$ cat src/rtl/music_sequencer.sv
// music_sequencer: plays {tune, duration} entries from a song ROM with optional inter-note gap, pause, stop and looping
module music_sequencer #(
    parameter int BEAT_CYCLES = 3_125_000,
    parameter int GAP_CYCLES  = 250_000,
    parameter int ADDR_W      = 8
) (
    input  logic              clk,
    input  logic              rst_n,
    input  logic              start,
    input  logic              stop,
    input  logic              pause,
    input  logic              loop_en,
    output logic [ADDR_W-1:0] rom_addr,
    input  logic [15:0]       rom_data,
    output logic [7:0]        tune,
    output logic              busy,
    output logic              note_strobe,
    output logic              done
);

    localparam int BW = BEAT_CYCLES > 1 ? $clog2(BEAT_CYCLES) : 1;
    localparam int GW = GAP_CYCLES > 0 ? $clog2(GAP_CYCLES + 1) : 1;
    localparam logic [BW-1:0] BEAT_LAST = BW'(BEAT_CYCLES - 1);
    localparam logic [GW-1:0] GAP_LAST = GW'(GAP_CYCLES > 0 ? GAP_CYCLES - 1 : 0);

    typedef enum logic [2:0] {IDLE, FETCH, LATCH, PLAY, GAP} state_t;

    state_t            state, state_n;
    logic [ADDR_W-1:0] addr_n;
    logic [7:0]        tune_r, tune_n;
    logic [7:0]        units, units_n;
    logic [BW-1:0]     beat, beat_n;
    logic [GW-1:0]     gap, gap_n;
    logic              strobe_n, done_n;

    // state, counters and registered outputs
    always_ff @(posedge clk or negedge rst_n) begin
        if (!rst_n) begin
            state       <= IDLE;
            rom_addr    <= '0;
            tune_r      <= '0;
            units       <= '0;
            beat        <= '0;
            gap         <= '0;
            note_strobe <= 1'b0;
            done        <= 1'b0;
        end else begin
            state       <= state_n;
            rom_addr    <= addr_n;
            tune_r      <= tune_n;
            units       <= units_n;
            beat        <= beat_n;
            gap         <= gap_n;
            note_strobe <= strobe_n;
            done        <= done_n;
        end
    end

    // next-state and counter update; stop overrides everything else
    always_comb begin
        state_n  = state;
        addr_n   = rom_addr;
        tune_n   = tune_r;
        units_n  = units;
        beat_n   = beat;
        gap_n    = gap;
        strobe_n = 1'b0;
        done_n   = 1'b0;
        case (state)
            IDLE: begin
                if (start) begin
                    state_n = FETCH;
                    addr_n  = '0;
                end
            end
            FETCH: state_n = LATCH;
            LATCH: begin
                if (rom_data[7:0] == 8'd0) begin
                    if (loop_en) begin
                        addr_n  = '0;
                        state_n = FETCH;
                    end else begin
                        addr_n  = '0;
                        tune_n  = '0;
                        done_n  = 1'b1;
                        state_n = IDLE;
                    end
                end else begin
                    tune_n   = rom_data[15:8];
                    units_n  = rom_data[7:0];
                    beat_n   = '0;
                    strobe_n = 1'b1;
                    state_n  = PLAY;
                end
            end
            PLAY: begin
                if (!pause) begin
                    if (beat == BEAT_LAST) begin
                        beat_n  = '0;
                        units_n = units - 8'd1;
                        if (units == 8'd1) begin
                            if (GAP_CYCLES == 0) begin
                                addr_n  = rom_addr + 1'b1;
                                state_n = FETCH;
                            end else begin
                                tune_n  = '0;
                                gap_n   = '0;
                                state_n = GAP;
                            end
                        end
                    end else begin
                        beat_n = beat + 1'b1;
                    end
                end
            end
            GAP: begin
                if (!pause) begin
                    if (gap == GAP_LAST) begin
                        gap_n   = '0;
                        addr_n  = rom_addr + 1'b1;
                        state_n = FETCH;
                    end else begin
                        gap_n = gap + 1'b1;
                    end
                end
            end
            default: state_n = IDLE;
        endcase
        if (stop) begin
            state_n  = IDLE;
            addr_n   = '0;
            tune_n   = '0;
            units_n  = '0;
            beat_n   = '0;
            gap_n    = '0;
            strobe_n = 1'b0;
            done_n   = 1'b0;
        end
    end

    assign busy = state != IDLE;
    assign tune = (pause && (state == PLAY || state == GAP)) ? 8'h00 : tune_r;

endmodule

$ cat config.mk
export PLATFORM = sky130hd
export DESIGN_NAME = music_sequencer
export DESIGN_NICKNAME = d
export VERILOG_FILES = /design/src/rtl/music_sequencer.sv
export SDC_FILE = /design/constraint.sdc
export NUM_CORES = 1
export LEC_CHECK = 0
export ABC_AREA = 1
export BUFFER_PORTS_ARGS = -buffer_cell sky130_fd_sc_hd__buf_2
export CAP_MARGIN = 25
export CORE_ASPECT_RATIO = 1.75
export CORE_MARGIN = 2
export CORE_UTILIZATION = 54
export DETAILED_ROUTE_END_ITERATION = 6
export GPL_ROUTABILITY_DRIVEN = 0
export GPL_TIMING_DRIVEN = 0
export PLACE_DENSITY_LB_ADDON = 0.05
export SKIP_CTS_REPAIR_TIMING = 1
export SYNTH_ARGS = -nofsm -noshare
export SYNTH_HDL_FRONTEND = slang
export SYNTH_SLANG_ARGS = --single-unit
$ cat constraint.sdc
create_clock -name clk -period 1.75 [get_ports clk]
set_input_delay 0.2625 -clock clk [delete_from_list [all_inputs] [get_ports clk]]
set_output_delay 0.2625 -clock clk [all_outputs]
set_load 0.02 [all_outputs]
==> results.sh, run 1 <==
export IMPL_grt_pass1_vias=4348
export IMPL_first_pass_iters=5
export IMPL_core_region_area_um2=8260
export IMPL_setup_viol=55
export IMPL_worstPathMaxFanout=8
export IMPL_power_uw=6640
export IMPL_slew_violations=0
export IMPL_sequential_cell_area_um2=1740
export IMPL_count_of_flip_flops_with_a_built_in_enable_after_synthesis=0
export IMPL_asyncSetResetFlopFracSynth=1.00
export IMPL_numPortBuffers=40
export IMPL_clock_sink_count=69
export IMPL_total_leakage_power_uw=0.00310
export IMPL_critical_path_slowest_cell="dfrtp_2"
export IMPL_wl_um=14000
export IMPL_footprint_of_the_multi_input_gates_um2=2730
export IMPL_globalRoute_busiestLayer="met2"
export IMPL_placed_cells_incl_taps=832
export IMPL_routedWlPerCell_um=15.6
export IMPL_i_o_pins=41
export IMPL_timing_critical_path_cells="nor2_4 > nand2_4 > clkinv_4 > nor2_4 > nor2_4 > buf_12 > nor2_1 > buf_4"
export IMPL_pre_cts_setup_slack_ps=-428
export IMPL_slew_limit_headroom=0.392
export IMPL_n_antenna_cell=0
export IMPL_fmaxAchievable_mhz=529
export IMPL_post_synth_inst_count=700
export IMPL_grt_setup_unrepaired="yes"
export IMPL_worstHoldPathType="in -> async"
export IMPL_clkSlewWorstSetupHoldPaths_ps=60
export IMPL_place_area_um2=4900
export IMPL_floorplan_initialDensity=0.555
export IMPL_timing_critical_path_mode_cell="nor2_4"
export IMPL_critical_path_endpoint_type="primary output"
export IMPL_tritoncts_clock_tree="done"
export IMPL_worst_endpoint_required_ps=1490
export IMPL_post_synth_top_count_cell="nand2_1"
export IMPL_ys_seq_area_frac=0.377
export IMPL_violations="negative setup slack"
export IMPL_nets=824
export IMPL_layout_min_cycle_time_ps=1890
export IMPL_rows=44
export IMPL_nFillCells=623
export IMPL_floorplan_die_area_um2=9260
export IMPL_detail_route_vias_per_cell=5.57
export IMPL_worst_setup_path_start_kind="flip-flop"
export IMPL_die_w_um=73.6
export IMPL_grt_start_max_net_pins=70
export IMPL_timing_setup_critical_path_class="reg -> out"
export IMPL_finalCritPeriodShare=1.08
export IMPL_die_h_um=126
export IMPL_layout_setup_ws_ps=-141
export IMPL_netlist_cell_type_count=35
export IMPL_gr_met2_demand_resource=0.481
export IMPL_powerDensity_nw_per_um2=1080
export IMPL_global_route_usage_total=0.263
export IMPL_globalRouteMet1Util=0.273
export IMPL_tritoncts_num_buffers=9
export IMPL_run_status="complete, but fails checks"
export IMPL_synth_area_leader_cell="dfrtp_1"
export IMPL_clock_path_buffers=2
export IMPL_htreeDepth=3
export IMPL_ant_nets=0
export IMPL_routed_via_count=4982
export IMPL_synthToLayoutAreaGrowth_pct=34.7
export IMPL_tns_ps=-2700
export IMPL_number_of_design_rule_violations_left_by_the_first_detailed_router_iteration=347
export IMPL_synth_top_cells_by_count="nand2_1, nor2_1, inv_1"
export IMPL_detail_route_drc_violations=0
export IMPL_yosys_area_top_type_share=0.377
export IMPL_ys_dominant_reg_cell="dfrtp_1"
export IMPL_first_pass_grt_wire_length_um=19100
export IMPL_timing_hold_violations_final=0
export IMPL_dp_hpwl_um=8630
export IMPL_arrival_ps=1630
export IMPL_synthesis_yosys_warnings=0
export IMPL_worst_slew_pin_slew_ps=913
export IMPL_syn_area_um2=4580
export IMPL_leading_post_synthesis_cells_by_cell_area="dfrtp_1, nand2_1, nor2_1"
export IMPL_clk_latency_ps=340
export IMPL_synthesis_nets=727
export IMPL_skew_ps=6.82
export IMPL_max_vdd_ir_drop_uv=1080
export IMPL_postLayoutCellArea_um2=6170
export IMPL_globalRoute_totalOverflow=0
export IMPL_grt_antenna_before_repair=0
export IMPL_use_met3=0.0504
export IMPL_post_route_cells_drive_above_1_share=0.254
export IMPL_instances_no_fill=894
export IMPL_cts_root_buffer="clkbuf_16"
export IMPL_max_cap_viol_count=0
export IMPL_mean_instance_size_in_the_synthesized_netlist_um2=6.54
export IMPL_synth_ff_latch_count=69
export IMPL_timing_critical_path_slowest_cell_delay_ps=440
==> critical path, delay by kind of cell (launching register included) <==
| family | cells | cell delay (ps) |
|---|---|---|
| flops | 1 | 440 |
| buf+inv | 3 | 390 |
| simple gates | 5 | 460 |
==> where the power goes <==
part / total [µW] / switching (µW) / internal [µW] / leakage, µW
clock network: 1830 / 693 / 1140 / 0.000143
registers: 1930 / 152 / 1780 / 0.000933
logic: 2880 / 1650 / 1230 / 0.00203
==> layout by cell type, fill, tap and decap left out, types with 3 or more instances in the layout <==
| master | netlist | layout |
|---|---|---|
| dfrtp_1 | 69 | 61 |
| nand3_1 | 69 | 59 |
| buf_4 | 1 | 31 |
| buf_8 | 0 | 3 |
| o21ai_2 | 1 | 8 |
| dfrtp_2 | 0 | 8 |
| nor3_1 | 14 | 12 |
| xnor2_1 | 5 | 5 |
| nor2_2 | 2 | 4 |
| nand2_4 | 0 | 7 |
| nand2_2 | 4 | 20 |
| inv_4 | 0 | 3 |
| inv_2 | 5 | 3 |
| o21ai_1 | 12 | 18 |
| ha_1 | 5 | 3 |
| nand3_4 | 0 | 6 |
| clkbuf_16 | 0 | 12 |
| nor4_1 | 3 | 3 |
| nor2_1 | 113 | 98 |
| o21ai_0 | 30 | 17 |
| buf_2 | 6 | 33 |
| o21bai_1 | 3 | 3 |
| a21oi_1 | 3 | 3 |
| xor2_1 | 10 | 10 |
| nor2_4 | 2 | 15 |
| nand4_1 | 19 | 19 |
| inv_1 | 99 | 96 |
| clkbuf_1 | 3 | 5 |
| nand2_1 | 202 | 178 |
| nand3_2 | 2 | 6 |
| buf_12 | 0 | 3 |
| buf_6 | 5 | 25 |
==> area by class of cell <==
class                           count  share of cell area
Multi-Input combinational cell    510               0.442
Sequential cell                    69               0.281
Timing Repair Buffer               86               0.116
Inverter                          106              0.0687
Clock buffer                       12              0.0400
Buffer                             15              0.0249
Tap cell                           92              0.0187
Clock inverter                      4             0.00771
==> metrics by stage <==
step / util / hold WS, ps
after floorplan: - / -33.1
after global placement: 0.593 / 463
after global routing: 0.747 / 126
final: 0.747 / 45.4
after CTS: 0.629 / 91.0
after detailed placement: 0.593 / 447
==> layer usage <==
| metal | part of all wire | vias up |
|---|---|---|
| li1 | - | 2409 |
| met1 | 0.36 | 2322 |
| met2 | 0.54 | 190 |
| met3 | 0.046 | 61 |
| met4 | 0.057 | 0 |
| met5 | 0 | - |
==> final timing paths <==
kind,start,end,slack (ps),cells after the start
min in group clk,loop_en,done,120,2
max in group asynchronous,rst_n,gap[0],1040,1
max reg2reg,state[2],beat[11],-120,11
min,rst_n,rom_addr[6],50,1
max,state[1],tune[0],-140,8
min reg2reg,rom_addr[7],rom_addr[7],520,2
==> state kept, by name, summed over array words and instances, names as in the netlist <==
signal	flops
units	8
state	3
done	1
tune_r	8
rom_addr	8
beat	22
gap	18
note_strobe	1
==> kinds of logic (layout without fill, tap and decap cells) <==
kind of cell | after synthesis | count (layout) | share of synthesized area
fa+ha+maj | 5 | 5 | 0.0137
simple gates | 434 | 434 | 0.404
flops | 69 | 69 | 0.377
compound gates | 56 | 56 | 0.0667
xor+xnor | 15 | 15 | 0.0287
buf+inv | 121 | 223 | 0.110
(Power assumes the default switching activity.)
==> inputs of run 2 (changes only) <==
- PLACE_DENSITY: default -> 0.76
- PLACE_DENSITY_LB_ADDON: 0.05 -> default
==> results.sh, run 2 (synthesis results as in run 1) <==
export IMPL_critical_path_endpoint_type="primary output"
export IMPL_final_core_utilization=0.688
export IMPL_largestRegisters="beat x22, gap x18"
export IMPL_tns_ps=-1630
export IMPL_power_clock_fraction=0.285
export IMPL_slew_limit_headroom=0.400
export IMPL_routedWlPerCell_um=14.4
export IMPL_finalHoldWorstSlack_ps=45.3
export IMPL_layout_min_cycle_time_ps=1960
export IMPL_clkSlewWorstSetupHoldPaths_ps=60
export IMPL_max_vdd_ir_drop_uv=785
export IMPL_power_sequential_fraction=0.334
export IMPL_max_cap_viol_count=0
export IMPL_timing_setup_critical_path_class="reg -> out"
export IMPL_dp_hpwl_um=8850
export IMPL_fmaxAchievable_mhz=510
export IMPL_first_pass_iters=5
export IMPL_rows=44
export IMPL_nFillCells=713
export IMPL_arrival_ps=1700
export IMPL_slew_violations=0
export IMPL_first_pass_grt_wire_length_um=19500
export IMPL_clk_latency_ps=330
export IMPL_tritoncts_clock_tree="done"
export IMPL_p_int_uw=3570
export IMPL_post_route_cells_drive_above_1_share=0.203
export IMPL_combinationalPowerShare=0.381
export IMPL_routed_via_count=4772
export IMPL_worst_slew_pin_slew_ps=899
export IMPL_number_of_design_rule_violations_left_by_the_first_detailed_router_iteration=296
export IMPL_cts_root_buffer="clkbuf_16"
export IMPL_critical_path_startpoint="state[1]"
export IMPL_clock_sink_count=69
export IMPL_worst_setup_path_start_kind="flip-flop"
export IMPL_net_switching_power_uw=2190
export IMPL_worstPathMaxFanout=8
export IMPL_htreeDepth=3
export IMPL_i_o_pins=41
export IMPL_setup_viol=15
export IMPL_numPortBuffers=40
export IMPL_footprint_of_the_multi_input_gates_um2=2610
export IMPL_run_status="complete, but fails checks"
export IMPL_layout_setup_ws_ps=-211
export IMPL_largest_register_ff_count=22
export IMPL_powerDensity_nw_per_um2=1010
export IMPL_clock_path_buffers=2
export IMPL_postLayoutCellArea_um2=5680
export IMPL_n_antenna_cell=0
export IMPL_detail_route_vias_per_cell=5.49
export IMPL_total_leakage_power_uw=0.00290
export IMPL_worst_flop_to_flop_path_startpoint="gap[1]"
export IMPL_skew_ps=9.12
export IMPL_largest_register="beat"
export IMPL_core_region_area_um2=8260
export IMPL_wl_um=12600
export IMPL_finalCritPeriodShare=1.12
export IMPL_layout_commonest_cell="nand2_1"
export IMPL_grt_start_max_net_pins=70
export IMPL_switching_share=0.381
export IMPL_floorplan_die_area_um2=9260
export IMPL_grt_setup_unrepaired="yes"
export IMPL_die_w_um=73.6
export IMPL_place_area_um2=4900
export IMPL_ant_nets=0
export IMPL_violations="negative setup slack"
export IMPL_final_cell_mix="nand2_1, nor2_1, inv_1"
export IMPL_grt_pass1_vias=4432
export IMPL_detail_route_drc_violations=0
export IMPL_sequential_cell_area_um2=1740
export IMPL_global_route_usage_total=0.266
export IMPL_grt_antenna_before_repair=0
export IMPL_worstHoldPathType="in -> async"
export IMPL_timing_hold_violations_final=0
export IMPL_tritoncts_num_buffers=9
export IMPL_nets=801
export IMPL_pre_cts_setup_slack_ps=-373
export IMPL_synthToLayoutAreaGrowth_pct=24.1
export IMPL_floorplan_initialDensity=0.555
export IMPL_worst_endpoint_required_ps=1490
export IMPL_die_h_um=126
export IMPL_globalRoute_totalOverflow=0
[run 2: through the flow]
step / total power (µW) / cells
floorplan: 3110 / 700
global placement: 3570 / 832
global route: 6070 / 870
detailed placement: 3620 / 832
finish: 5760 / 870
CTS: 5270 / 847
[run 2: critical path, stage by stage, from the launching register on]
cell and delay, ps:
dfrtp_2 460, nor2_4 200, nand2_4 90, clkinv_4 80, nor2_4 40, nor2_4 220, nor2_1 90, buf_2 170
[run 2: routing by layer]
metal  track usage  routed length (µm)  vias up
met5             0                   0        -
met4         0.114                 398        0
met3        0.0512                 504       38
met2         0.486                7050      152
met1         0.285                4620     2230
li1              -                   -     2352
[run 2: path summary, 6_finish.rpt]
kind                                    end  slack [ps]  cells after the start
worst min-delay path            rom_addr[4]          50                      1
worst min register to register    tune_r[3]         520                      2
min in group clk                       done         120                      2
worst max-delay path                tune[3]        -210                      7
max in group asynchronous           beat[9]        1050                      1
worst max register to register       gap[1]         -30                     10
[run 2: area by class of cell]
cell class,instances,share of cell area
clock inverters,5,0.00484
repair inverters,1,0.00132
repair buffers,62,0.0718
plain buffers,15,0.0225
flip-flops and latches,69,0.306
well taps,92,0.0203
inverters,106,0.0729
clock buffers,10,0.0420
multi-input cells,510,0.459
[run 2: power by group through the flow]
stage	Clock (µW)	Sequential, µW	Combinational, µW
global route	1750	1950	2370
global placement	0	1900	1670
floorplan	0	1900	1210
finish	1650	1930	2190
CTS	1670	1890	1720
detailed placement	0	1920	1700
